--- src/rtl/lite_cmd_load_dispatch_if.sv ---
// Stream-in and buffer write-port bundle for lite_cmd_load_dispatch.
// slave: the dispatcher's view; master: the PS/DMA + buffer side.
interface lite_cmd_load_dispatch_if #(
  parameter int DATA_W = 64,
  parameter int ADDR_W = 16
);
  logic [DATA_W-1:0] s_axis_tdata;
  logic              s_axis_tvalid;
  logic              s_axis_tready;
  logic              s_axis_tlast;
  logic              buf_wr_ready;
  logic              buf_wr_en;
  logic [3:0]        buf_wr_sel;
  logic [ADDR_W-1:0] buf_wr_addr;
  logic [DATA_W-1:0] buf_wr_data;

  modport slave (
    input  s_axis_tdata, s_axis_tvalid, s_axis_tlast, buf_wr_ready,
    output s_axis_tready, buf_wr_en, buf_wr_sel, buf_wr_addr, buf_wr_data
  );

  modport master (
    output s_axis_tdata, s_axis_tvalid, s_axis_tlast, buf_wr_ready,
    input  s_axis_tready, buf_wr_en, buf_wr_sel, buf_wr_addr, buf_wr_data
  );
endinterface

--- src/rtl/lite_cmd_load_dispatch.sv ---
// Command front end: decodes start edges from lite_reg0, steers MM2S beats
// into the selected buffer, forwards conv / write-back starts and reports
// completion with a single task_finish pulse.
// Optional: define LOAD_BEAT_CHECK_EN to compare load beats against
// lite_reg1[31:16] and raise the sticky load_err flag.
module lite_cmd_load_dispatch #(
  parameter int DATA_W = 64,
  parameter int ADDR_W = 16,
  parameter int LEN_W  = 16
) (
  input  logic        sclk,
  input  logic        s_rst_n,
  input  logic [31:0] lite_reg0,
  input  logic [31:0] lite_reg1,
  input  logic [31:0] lite_reg2,
  lite_cmd_load_dispatch_if.slave bus,
  output logic        conv_start,
  input  logic        conv_done,
  output logic        wb_start,
  input  logic        wb_done,
  output logic [7:0]  cfg_batch,
  output logic [31:0] cfg_layer,
  output logic        task_finish,
  output logic        load_err
);

  typedef enum logic [2:0] {IDLE, LOAD, CONV, WB, FIN} state_t;
  state_t state, state_n;

  logic [2:0]        cmd_q, cmd_qq, cmd_rise;
  logic [3:0]        tgt_q, tgt_sel;
  logic              load_go, conv_go, wb_go;
  logic              hs, beat_end, last_pend;
  logic [ADDR_W-1:0] addr_cnt;
  logic              unused_bits;

  assign unused_bits = ^{lite_reg0[31:8], lite_reg0[3], lite_reg1[15:8]};

  // Target code to one-hot buffer select; zero means "not a load target".
  always_comb begin
    tgt_sel = 4'b0000;
    case (tgt_q)
      4'h2:    tgt_sel = 4'b0001;
      4'h3:    tgt_sel = 4'b0010;
      4'h5:    tgt_sel = 4'b0100;
      4'h4:    tgt_sel = 4'b1000;
      default: tgt_sel = 4'b0000;
    endcase
  end

  // Edges only count in IDLE; priority load > conv > write-back. A load
  // with a bad target is dropped and does not shadow the other edges.
  assign cmd_rise = cmd_q & ~cmd_qq;
  assign load_go  = (state == IDLE) && cmd_rise[0] && (tgt_sel != 4'b0000);
  assign conv_go  = (state == IDLE) && !load_go && cmd_rise[2];
  assign wb_go    = (state == IDLE) && !load_go && !cmd_rise[2] && cmd_rise[1];

  // last_pend blocks tready for the one cycle the final write is in flight.
  assign bus.s_axis_tready = (state == LOAD) && !last_pend && bus.buf_wr_ready;
  assign hs = bus.s_axis_tvalid && bus.s_axis_tready;

`ifdef LOAD_BEAT_CHECK_EN
  logic [LEN_W-1:0] exp_len, beat_cnt;
  logic             len_chk, len_hit;

  assign len_chk  = (exp_len != '0);
  assign len_hit  = len_chk && ((beat_cnt + LEN_W'(1)) == exp_len);
  assign beat_end = bus.s_axis_tlast || len_hit;

  // Beat counter and sticky length error; cleared by the next load start.
  always_ff @(posedge sclk or negedge s_rst_n) begin
    if (!s_rst_n) begin
      exp_len  <= '0;
      beat_cnt <= '0;
      load_err <= 1'b0;
    end else if (load_go) begin
      exp_len  <= LEN_W'(lite_reg1[31:16]);
      beat_cnt <= '0;
      load_err <= 1'b0;
    end else if (hs) begin
      beat_cnt <= beat_cnt + LEN_W'(1);
      if (len_chk && (bus.s_axis_tlast != len_hit)) load_err <= 1'b1;
    end
  end
`else
  logic [LEN_W-1:0] unused_len;

  assign unused_len = LEN_W'(lite_reg1[31:16]);
  assign beat_end   = bus.s_axis_tlast;
  assign load_err   = 1'b0;
`endif

  // State register.
  always_ff @(posedge sclk or negedge s_rst_n) begin
    if (!s_rst_n) state <= IDLE;
    else          state <= state_n;
  end

  // Next-state logic.
  always_comb begin
    state_n = state;
    case (state)
      IDLE: begin
        if (load_go)      state_n = LOAD;
        else if (conv_go) state_n = CONV;
        else if (wb_go)   state_n = WB;
      end
      LOAD:    if (last_pend) state_n = FIN;
      CONV:    if (conv_done) state_n = FIN;
      WB:      if (wb_done)   state_n = FIN;
      FIN:     state_n = IDLE;
      default: state_n = IDLE;
    endcase
  end

  // Command sampling, write path, start pulses and config latches.
  always_ff @(posedge sclk or negedge s_rst_n) begin
    if (!s_rst_n) begin
      cmd_q           <= '0;
      cmd_qq          <= '0;
      tgt_q           <= '0;
      conv_start      <= 1'b0;
      wb_start        <= 1'b0;
      task_finish     <= 1'b0;
      last_pend       <= 1'b0;
      addr_cnt        <= '0;
      cfg_batch       <= '0;
      cfg_layer       <= '0;
      bus.buf_wr_en   <= 1'b0;
      bus.buf_wr_sel  <= '0;
      bus.buf_wr_addr <= '0;
      bus.buf_wr_data <= '0;
    end else begin
      cmd_q         <= lite_reg0[2:0];
      cmd_qq        <= cmd_q;
      tgt_q         <= lite_reg0[7:4];
      conv_start    <= conv_go;
      wb_start      <= wb_go;
      task_finish   <= (state_n == FIN);
      last_pend     <= hs && beat_end;
      bus.buf_wr_en <= hs;
      if (hs) begin
        bus.buf_wr_data <= bus.s_axis_tdata;
        bus.buf_wr_addr <= addr_cnt;
        addr_cnt        <= addr_cnt + ADDR_W'(1);
      end
      if (load_go) begin
        bus.buf_wr_sel <= tgt_sel;
        addr_cnt       <= '0;
        cfg_layer      <= lite_reg2;
      end
      if (conv_go) begin
        cfg_batch <= lite_reg1[7:0];
        cfg_layer <= lite_reg2;
      end
      if (wb_go) cfg_layer <= lite_reg2;
      if (state == FIN) bus.buf_wr_sel <= '0;
    end
  end

endmodule
--- src/flat_wrapper.sv ---
// flat-port wrapper written by rule: the top's interface ports become plain ports
module lite_cmd_load_dispatch_flat 
#(
  parameter int DATA_W = 64,
  parameter int ADDR_W = 16,
  parameter int LEN_W  = 16
)
  (sclk, s_rst_n, lite_reg0, lite_reg1, lite_reg2, conv_start, conv_done, wb_start, wb_done, cfg_batch, cfg_layer, task_finish, load_err, bus_s_axis_tdata, bus_s_axis_tvalid, bus_s_axis_tlast, bus_buf_wr_ready, bus_s_axis_tready, bus_buf_wr_en, bus_buf_wr_sel, bus_buf_wr_addr, bus_buf_wr_data);
  lite_cmd_load_dispatch_if #(.DATA_W(DATA_W), .ADDR_W(ADDR_W)) bus_i ();
  input  logic sclk;
  input  logic s_rst_n;
  input  logic [31:0] lite_reg0;
  input  logic [31:0] lite_reg1;
  input  logic [31:0] lite_reg2;
  output logic conv_start;
  input  logic conv_done;
  output logic wb_start;
  input  logic wb_done;
  output logic [7:0] cfg_batch;
  output logic [31:0] cfg_layer;
  output logic task_finish;
  output logic load_err;
  input wire logic [$bits(bus_i.s_axis_tdata)-1:0] bus_s_axis_tdata;
  input wire logic [$bits(bus_i.s_axis_tvalid)-1:0] bus_s_axis_tvalid;
  input wire logic [$bits(bus_i.s_axis_tlast)-1:0] bus_s_axis_tlast;
  input wire logic [$bits(bus_i.buf_wr_ready)-1:0] bus_buf_wr_ready;
  output wire logic [$bits(bus_i.s_axis_tready)-1:0] bus_s_axis_tready;
  output wire logic [$bits(bus_i.buf_wr_en)-1:0] bus_buf_wr_en;
  output wire logic [$bits(bus_i.buf_wr_sel)-1:0] bus_buf_wr_sel;
  output wire logic [$bits(bus_i.buf_wr_addr)-1:0] bus_buf_wr_addr;
  output wire logic [$bits(bus_i.buf_wr_data)-1:0] bus_buf_wr_data;
  assign bus_i.s_axis_tdata = bus_s_axis_tdata;
  assign bus_i.s_axis_tvalid = bus_s_axis_tvalid;
  assign bus_i.s_axis_tlast = bus_s_axis_tlast;
  assign bus_i.buf_wr_ready = bus_buf_wr_ready;
  assign bus_s_axis_tready = bus_i.s_axis_tready;
  assign bus_buf_wr_en = bus_i.buf_wr_en;
  assign bus_buf_wr_sel = bus_i.buf_wr_sel;
  assign bus_buf_wr_addr = bus_i.buf_wr_addr;
  assign bus_buf_wr_data = bus_i.buf_wr_data;
  lite_cmd_load_dispatch #(.DATA_W(DATA_W), .ADDR_W(ADDR_W), .LEN_W(LEN_W)) u_core (.sclk(sclk), .s_rst_n(s_rst_n), .lite_reg0(lite_reg0), .lite_reg1(lite_reg1), .lite_reg2(lite_reg2), .bus(bus_i), .conv_start(conv_start), .conv_done(conv_done), .wb_start(wb_start), .wb_done(wb_done), .cfg_batch(cfg_batch), .cfg_layer(cfg_layer), .task_finish(task_finish), .load_err(load_err));
endmodule
--- config.mk ---
export PLATFORM = sky130hd
export DESIGN_NAME = lite_cmd_load_dispatch_flat
export DESIGN_NICKNAME = d
export VERILOG_FILES = /design/src/rtl/lite_cmd_load_dispatch_if.sv /design/src/rtl/lite_cmd_load_dispatch.sv /design/src/flat_wrapper.sv
export SDC_FILE = /design/constraint.sdc
export NUM_CORES = 1
export LEC_CHECK = 0
export CAP_MARGIN = 20
export CORE_UTILIZATION = 37
export DETAILED_ROUTE_END_ITERATION = 7
export PLACE_DENSITY_LB_ADDON = 0.1
export SETUP_SLACK_MARGIN = 0.05
export SYNTH_ARGS = -nofsm -noshare
export SYNTH_HDL_FRONTEND = slang
export SYNTH_SLANG_ARGS = --single-unit
--- constraint.sdc ---
create_clock -name sclk -period 1.85 [get_ports sclk]
set_clock_uncertainty 0.15 [all_clocks]
set_input_delay 0.185 -clock sclk [delete_from_list [all_inputs] [get_ports sclk]]
set_output_delay 0.185 -clock sclk [all_outputs]
set_load 0.005 [all_outputs]
==> flow_summary_export.csv, run 1 <==
group,metric,value,unit
critical_path,crit_path_cell_trace,"buf_6 > or2_4 > or3_4 > buf_4 > o31ai_1 > a21oi_2",
global_route,grt_pass1_vias,5017,
final_layout,fin_area,9910,um2
yosys,synth_area_leaders,"dfrtp_1, nand2_1, mux2_2",
place,port-buffer-count,246,
place,place_area,9110,um2
routing,via_count,4975,
critical_path,cp-end-kind,"flip-flop",
routing,routed_wl,16500,um
pwr,power.density,1440,nW/um2
yosys,ys_ff_latch,158,
routing,dr.pass1.iters,4,
clocking,numCtsBuffers,17,
floorplanning,fp.coreArea,16000,um2
final_layout,nFillCells,1340,
routing,antenna_left,0,
yosys,yosysUniqueCellTypes,40,
clocking,numClockSinks,158,
critical_path,crit_type,"reg -> reg",
pwr,ir_worst_vdd,0.857,mV
clocking,tritoncts,"done",
clocking,h-tree-depth,4,
yosys,synthFlopType,"dfrtp_1",
run_status,violations,"setup timing",
clocking,root_buffer,"clkbuf_16",
timing,fmax,0.524,GHz
critical_path,critPathArrivalTime,2.06,ns
run_status,status,"finished with violations",
pwr,totalPowerFinal,14.3,mW
yosys,synth_nets,721,
final_layout,multi_input_area,2130,um2
clocking,path_clk_slew,0.06,ns
global_route,gr-total-overflow,0,
pwr,p_leak,4.51,nW
global_route,grt_max_degree,48,
yosys,yosysTopAreaCell,"dfrtp_1",
routing,wl_per_cell,15.4,um
routing,drt_iter0_drc,165,
critical_path,critical_path.max_stage_delay,0.38,ns
timing,finalSetupTns,-0.200,ns
critical_path,worst-path-max-fanout,5,
global_route,antenna_found_initial,0,
critical_path,worst_path_max_delay_cell,"dfrtp_1",
yosys,synth_cells,553,
final_layout,areaGrowthSynthToFinish,62.0,%
routing,via_per_inst,4.66,
place,dp_hpwl,11700,um
floorplanning,die_h,131,um
final_layout,postLayoutCoreUtil,0.620,
yosys,synth_edf_count,0,
floorplanning,rows,46,
place,dpl_worst_slack,-0.201,ns
min_path,holdCritPathClass,"in -> reg",
final_layout,nets,1007,
yosys,synth.avg_cell_area,11.1,um2
timing,hold_slack,0.0522,ns
clocking,insertion_delay,0.42,ns
timing,rsz0062_at_grt,"true",
job,maxCapViolations,0,
floorplanning,die_w,131,um
yosys,seq_area_frac_synth,0.646,
final_layout,fin_cells,1068,
timing,setup_viol,5,
timing,fin_crit,1.91,ns
yosys,synth_top_area_share,0.646,
critical_path,worst_setup_path_start_kind,"flip-flop",
routing,drcViolationCount,0,
yosys,netlist_area,6120,um2
final_layout,regArea,3960,um2
timing,setup_ws,-0.0574,ns
floorplanning,initial_core_util,0.383,
global_route,globalRouteTotalUtil,0.193,
timing,fin_crit_sh,1.03,
yosys,async_flop_share,1.00,
global_route,grt_pass1_wl,24800,um
floorplanning,die_area,17100,um2
place,dp_cells,1025,
floorplanning,pin_count,297,
yosys,yosys_warnings,0,
place,gp_congestion,0.804,
timing,hold_viol_final,0,
critical_path,cp_data_required_time,2.00,ns
timing,finalMaxSlewViolations,0,
final_layout,num_antenna_cells,0,
final_layout,drive_gt1_frac,0.187,
clocking,cts_buffer_depth,2,
## kinds of logic after synthesis
| kind of cell | after synthesis | synth area share |
|---|---|---|
| muxes | 52 | 0.0957 |
| AOI/OAI and AO/OA | 37 | 0.0380 |
| buffers and inverters | 35 | 0.0262 |
| xor gates and xnor gates | 7 | 0.0100 |
| other | 1 | 0.000613 |
| DFF | 158 | 0.646 |
| adders and majority gates | 1 | 0.00204 |
| and+or+nand+nor | 262 | 0.182 |
## registers in the layout (all words and copies together), names as in the netlist, 3 cells and up
name                    count
u_core.cmd_qq               3
u_core.bus.buf_wr_addr     16
u_core.bus.buf_wr_sel       4
u_core.cmd_q                3
u_core.addr_cnt            16
u_core.state                3
u_core.tgt_q                4
u_core.cfg_batch            8
u_core.cfg_layer           32
u_core.bus.buf_wr_data     64
## power by group
part,switching (mW),internal (mW)
Combinational,1.91,3.44
Clock,1.36,2.19
Sequential,0.684,4.72
## final timing paths
path,from,endpoint,slack (ns),depth (start not counted)
setup / recovery,u_core.state[1]$_DFF_PN0_,u_core.addr_cnt[15]$_DFFE_PN0P_,-0.06,6
min in group asynchronous,s_rst_n,u_core.bus.buf_wr_addr[7]$_DFFE_PN0P_,0.11,2
max in group asynchronous,s_rst_n,u_core.bus.buf_wr_data[48]$_DFFE_PN0P_,0.81,3
hold / removal,lite_reg0[1],u_core.cmd_q[1]$_DFF_PN0_,0.05,1
setup reg to reg,u_core.state[1]$_DFF_PN0_,u_core.addr_cnt[15]$_DFFE_PN0P_,-0.06,6
hold reg to reg,u_core.cmd_q[2]$_DFF_PN0_,u_core.cmd_qq[2]$_DFF_PN0_,0.22,0
## synthesized netlist by cell type (all sizes together) (2+ instances only)
library cell and count:
o2bb2ai 2, o21ai 8, or4 4, xor2 2, nand3 7, or3 7, nand2 210, and3 8
buf 15, nor2b 3, o31ai 4, nor3 3, nor2 8, a21oi 16, o21a 2, xnor2 5
mux2 52, clkbuf 11, a32o 2, dfrtp 158, nand4 3, nand4b 2, inv 9
## cells in the final DEF (no fill, tap or decap), types with 4 or more instances in the layout
cell,n
nand2_1,209
a21oi_2,6
dfrtp_1,156
mux2_2,52
a21oi_1,10
clkdlybuf4s50_1,244
buf_4,33
o21ai_0,8
clkbuf_16,17
buf_6,7
nand3_1,7
and3_1,5
xnor2_1,4
or3_4,5
buf_12,7
nor2_1,7
inv_1,8
## critical path, delay by kind of cell (launching register included)
| kind | cells | cell delay [ns] |
|---|---|---|
| AO/OA/AOI/OAI | 2 | 0.36 |
| buffers and inverters | 2 | 0.29 |
| flip-flops | 1 | 0.38 |
| AND/OR/NAND/NOR | 2 | 0.61 |
## layout make-up
type,instances,area share
flip-flops and latches,158,0.399
repair buffers,292,0.294
multi-input cells,361,0.215
clock buffers,22,0.0468
well taps,216,0.0273
clock inverters,10,0.0138
inverters,9,0.00341
## what timing repair did
action,in CTS,in global routing
setup endpoints to repair,46,74
cloned,1,0
endpoints found under the hold margin,158,0
buffers inserted,3,6
hold buffers,1,0
pin swaps,2,6
resized for setup,11,25
## routing by layer
layer  global-route usage  routed length, um  up-vias  share of wire
met5                    0                  0        -              0
met3               0.0867               1570       23          0.096
met2                0.323               8190      193           0.50
li1                     -                  -     2391              -
met1                0.215               6350     2368           0.39
met4               0.0730                354        0          0.021
Power figures use the tool's default switching activity.
==> run 2: changes to the inputs <==
- CELL_PAD_IN_SITES_DETAIL_PLACEMENT: unset -> 0
- CELL_PAD_IN_SITES_GLOBAL_PLACEMENT: unset -> 1
- CORE_UTILIZATION: 37 -> 27
==> run 2 against run 1 <==
The flow finishes with violations (DRC, setup timing). First-iteration DRC count rose by 13%. Via count increased by 0.26%. Register-to-register slack worse by 0.03 ns. Critical path type unchanged. Critical endpoint unchanged.
==> flow_summary_export.csv, run 2 (synthesis results as in run 1) <==
group,metric,value,unit
routing,via_per_inst,4.38,
timing,fin_crit_sh,1.05,
global_route,gr-total-overflow,0,
pwr,power.density,1430,nW/um2
critical_path,worst-path-max-fanout,5,
global_route,globalRouteTotalUtil,0.157,
global_route,grt_pass1_vias,5226,
floorplanning,pin_count,297,
run_status,status,"finished with violations",
routing,wl_per_cell,15.9,um
routing,dr.pass1.iters,8,
critical_path,worst_path_max_delay_cell,"dfrtp_2",
place,dp_hpwl,12700,um
critical_path,crit_path_cell_trace,"buf_6 > or2_4 > or3_4 > or4_1 > a21oi_2",
timing,setup_viol,36,
critical_path,r2r_start,"u_core.state[1]$_DFF_PN0_",
floorplanning,initial_core_util,0.278,
critical_path,worstRegToRegCells,5,
timing,fin_crit,1.94,ns
final_layout,drive_gt1_frac,0.187,
global_route,grt_pass1_wl,28600,um
floorplanning,die_w,153,um
timing,setup_ws,-0.0853,ns
final_layout,largest_registers,"u_core.bus.buf_wr_data (64), u_core.cfg_layer (32)",
final_layout,layout_commonest_cell,"clkdlybuf4s50_1",
routing,drt_iter0_drc,186,
floorplanning,die_h,153,um
place,gp_congestion,0.754,
clocking,cts_buffer_depth,2,
final_layout,num_antenna_cells,0,
final_layout,layout_common_cells,"clkdlybuf4s50_1, nand2_1, dfrtp_1",
critical_path,path_buf_inv,1,
pwr,totalPowerFinal,14.5,mW
pwr,ir_worst_vdd,0.658,mV
min_path,hold_depth,1,
floorplanning,rows,54,
critical_path,r2r_slack,-0.09,ns
routing,drcViolationCount,9,
routing,via_count,4988,
critical_path,critical_path.max_stage_delay,0.43,ns
job,maxCapViolations,0,
routing,routed_wl,18100,um
critical_path,cp_data_required_time,2.05,ns
min_path,min_to,"u_core.cmd_q[0]$_DFF_PN0_",
clocking,insertion_delay,0.41,ns
min_path,min_from,"lite_reg0[0]",
run_status,violations,"DRC, setup timing",
critical_path,crit_type,"reg -> reg",
critical_path,r2r_end,"u_core.addr_cnt[15]$_DFFE_PN0P_",
timing,fmax,0.517,GHz
global_route,grt_max_degree,45,
timing,finalSetupTns,-0.929,ns
clocking,numCtsBuffers,17,
clocking,path_clk_slew,0.06,ns
final_layout,nets,1015,
floorplanning,fp.coreArea,22000,um2
pwr,p_leak,4.60,nW
final_layout,fin_cells,1140,
timing,finalMaxSlewViolations,0,
critical_path,worst_setup_path_start_kind,"flip-flop",
floorplanning,die_area,23300,um2
clocking,root_buffer,"clkbuf_16",
clocking,tritoncts,"done",
routing,antenna_left,0,
final_layout,largest_reg_flops,64,
timing,rsz0062_at_grt,"true",
timing,hold_viol_final,0,
place,port-buffer-count,246,
critical_path,critPathTopFamily,"simple AND/OR/NAND/NOR gates",
min_path,holdCritPathClass,"in -> reg",
final_layout,regArea,3960,um2
place,dp_cells,1095,
final_layout,areaGrowthSynthToFinish,66.2,%
clocking,numClockSinks,158,
final_layout,multi_input_area,2110,um2
final_layout,top_register,"u_core.bus.buf_wr_data",
final_layout,nFillCells,2024,
clocking,h-tree-depth,4,
critical_path,cp-end-kind,"flip-flop",
global_route,antenna_found_initial,0,
critical_path,critPathArrivalTime,2.13,ns
-- run 2: where the power goes --
group	switching [mW]	total (mW)	internal [mW]
logic	1.97	5.50	3.53
clock network	1.44	3.58	2.14
registers	0.714	5.44	4.72
-- run 2: timing repair --
item | 4_1_cts | 5_1_grt
gates cloned | 1 | 5
hold buffers | 1 | 0
pin swaps | 9 | 3
endpoints found under the setup margin | 50 | 73
gates resized for setup | 17 | 13
endpoints found under the hold margin | 139 | 0
buffers inserted | 5 | 1
-- run 2: per-stage QoR --
step	hold WS, ns	cell area [um2]	setup WS [ns]	utilization
floorplan	-0.261	6150	-0.0430	-
global placement	0.00667	9300	-0.230	0.422
detailed placement	0.0137	9300	-0.268	0.422
CTS	0.0349	10000	-0.0832	0.454
global route	0.0253	10200	-0.128	0.462
finish	0.0561	10200	-0.0853	0.462
-- run 2: worst max path at each step --
stage	cells after the start	slack (ns)	from	to
floorplan	6	-0.04	u_core.state[2]$_DFF_PN0_	u_core.addr_cnt[15]$_DFFE_PN0P_
detailed placement	5	-0.27	bus_s_axis_tvalid	u_core.addr_cnt[15]$_DFFE_PN0P_
global placement	5	-0.23	bus_s_axis_tvalid	u_core.addr_cnt[11]$_DFFE_PN0P_
global route	5	-0.13	u_core.state[1]$_DFF_PN0_	u_core.addr_cnt[11]$_DFFE_PN0P_
CTS	5	-0.08	u_core.state[1]$_DFF_PN0_	u_core.addr_cnt[15]$_DFFE_PN0P_
finish	5	-0.09	u_core.state[1]$_DFF_PN0_	u_core.addr_cnt[15]$_DFFE_PN0P_
-- run 2: layer usage --
layer  share of wire  GRT usage
met5               0          0
met4           0.015     0.0457
met3           0.087     0.0731
met2            0.49      0.255
met1            0.41      0.185
-- run 2: area by class of cell --
class | instances | area share
clock buffers | 20 | 0.0429
clock inverters | 12 | 0.0160
inverters | 9 | 0.00357
multi-input cells | 361 | 0.208
flip-flops and latches | 158 | 0.389
well taps | 280 | 0.0344
repair buffers | 300 | 0.307
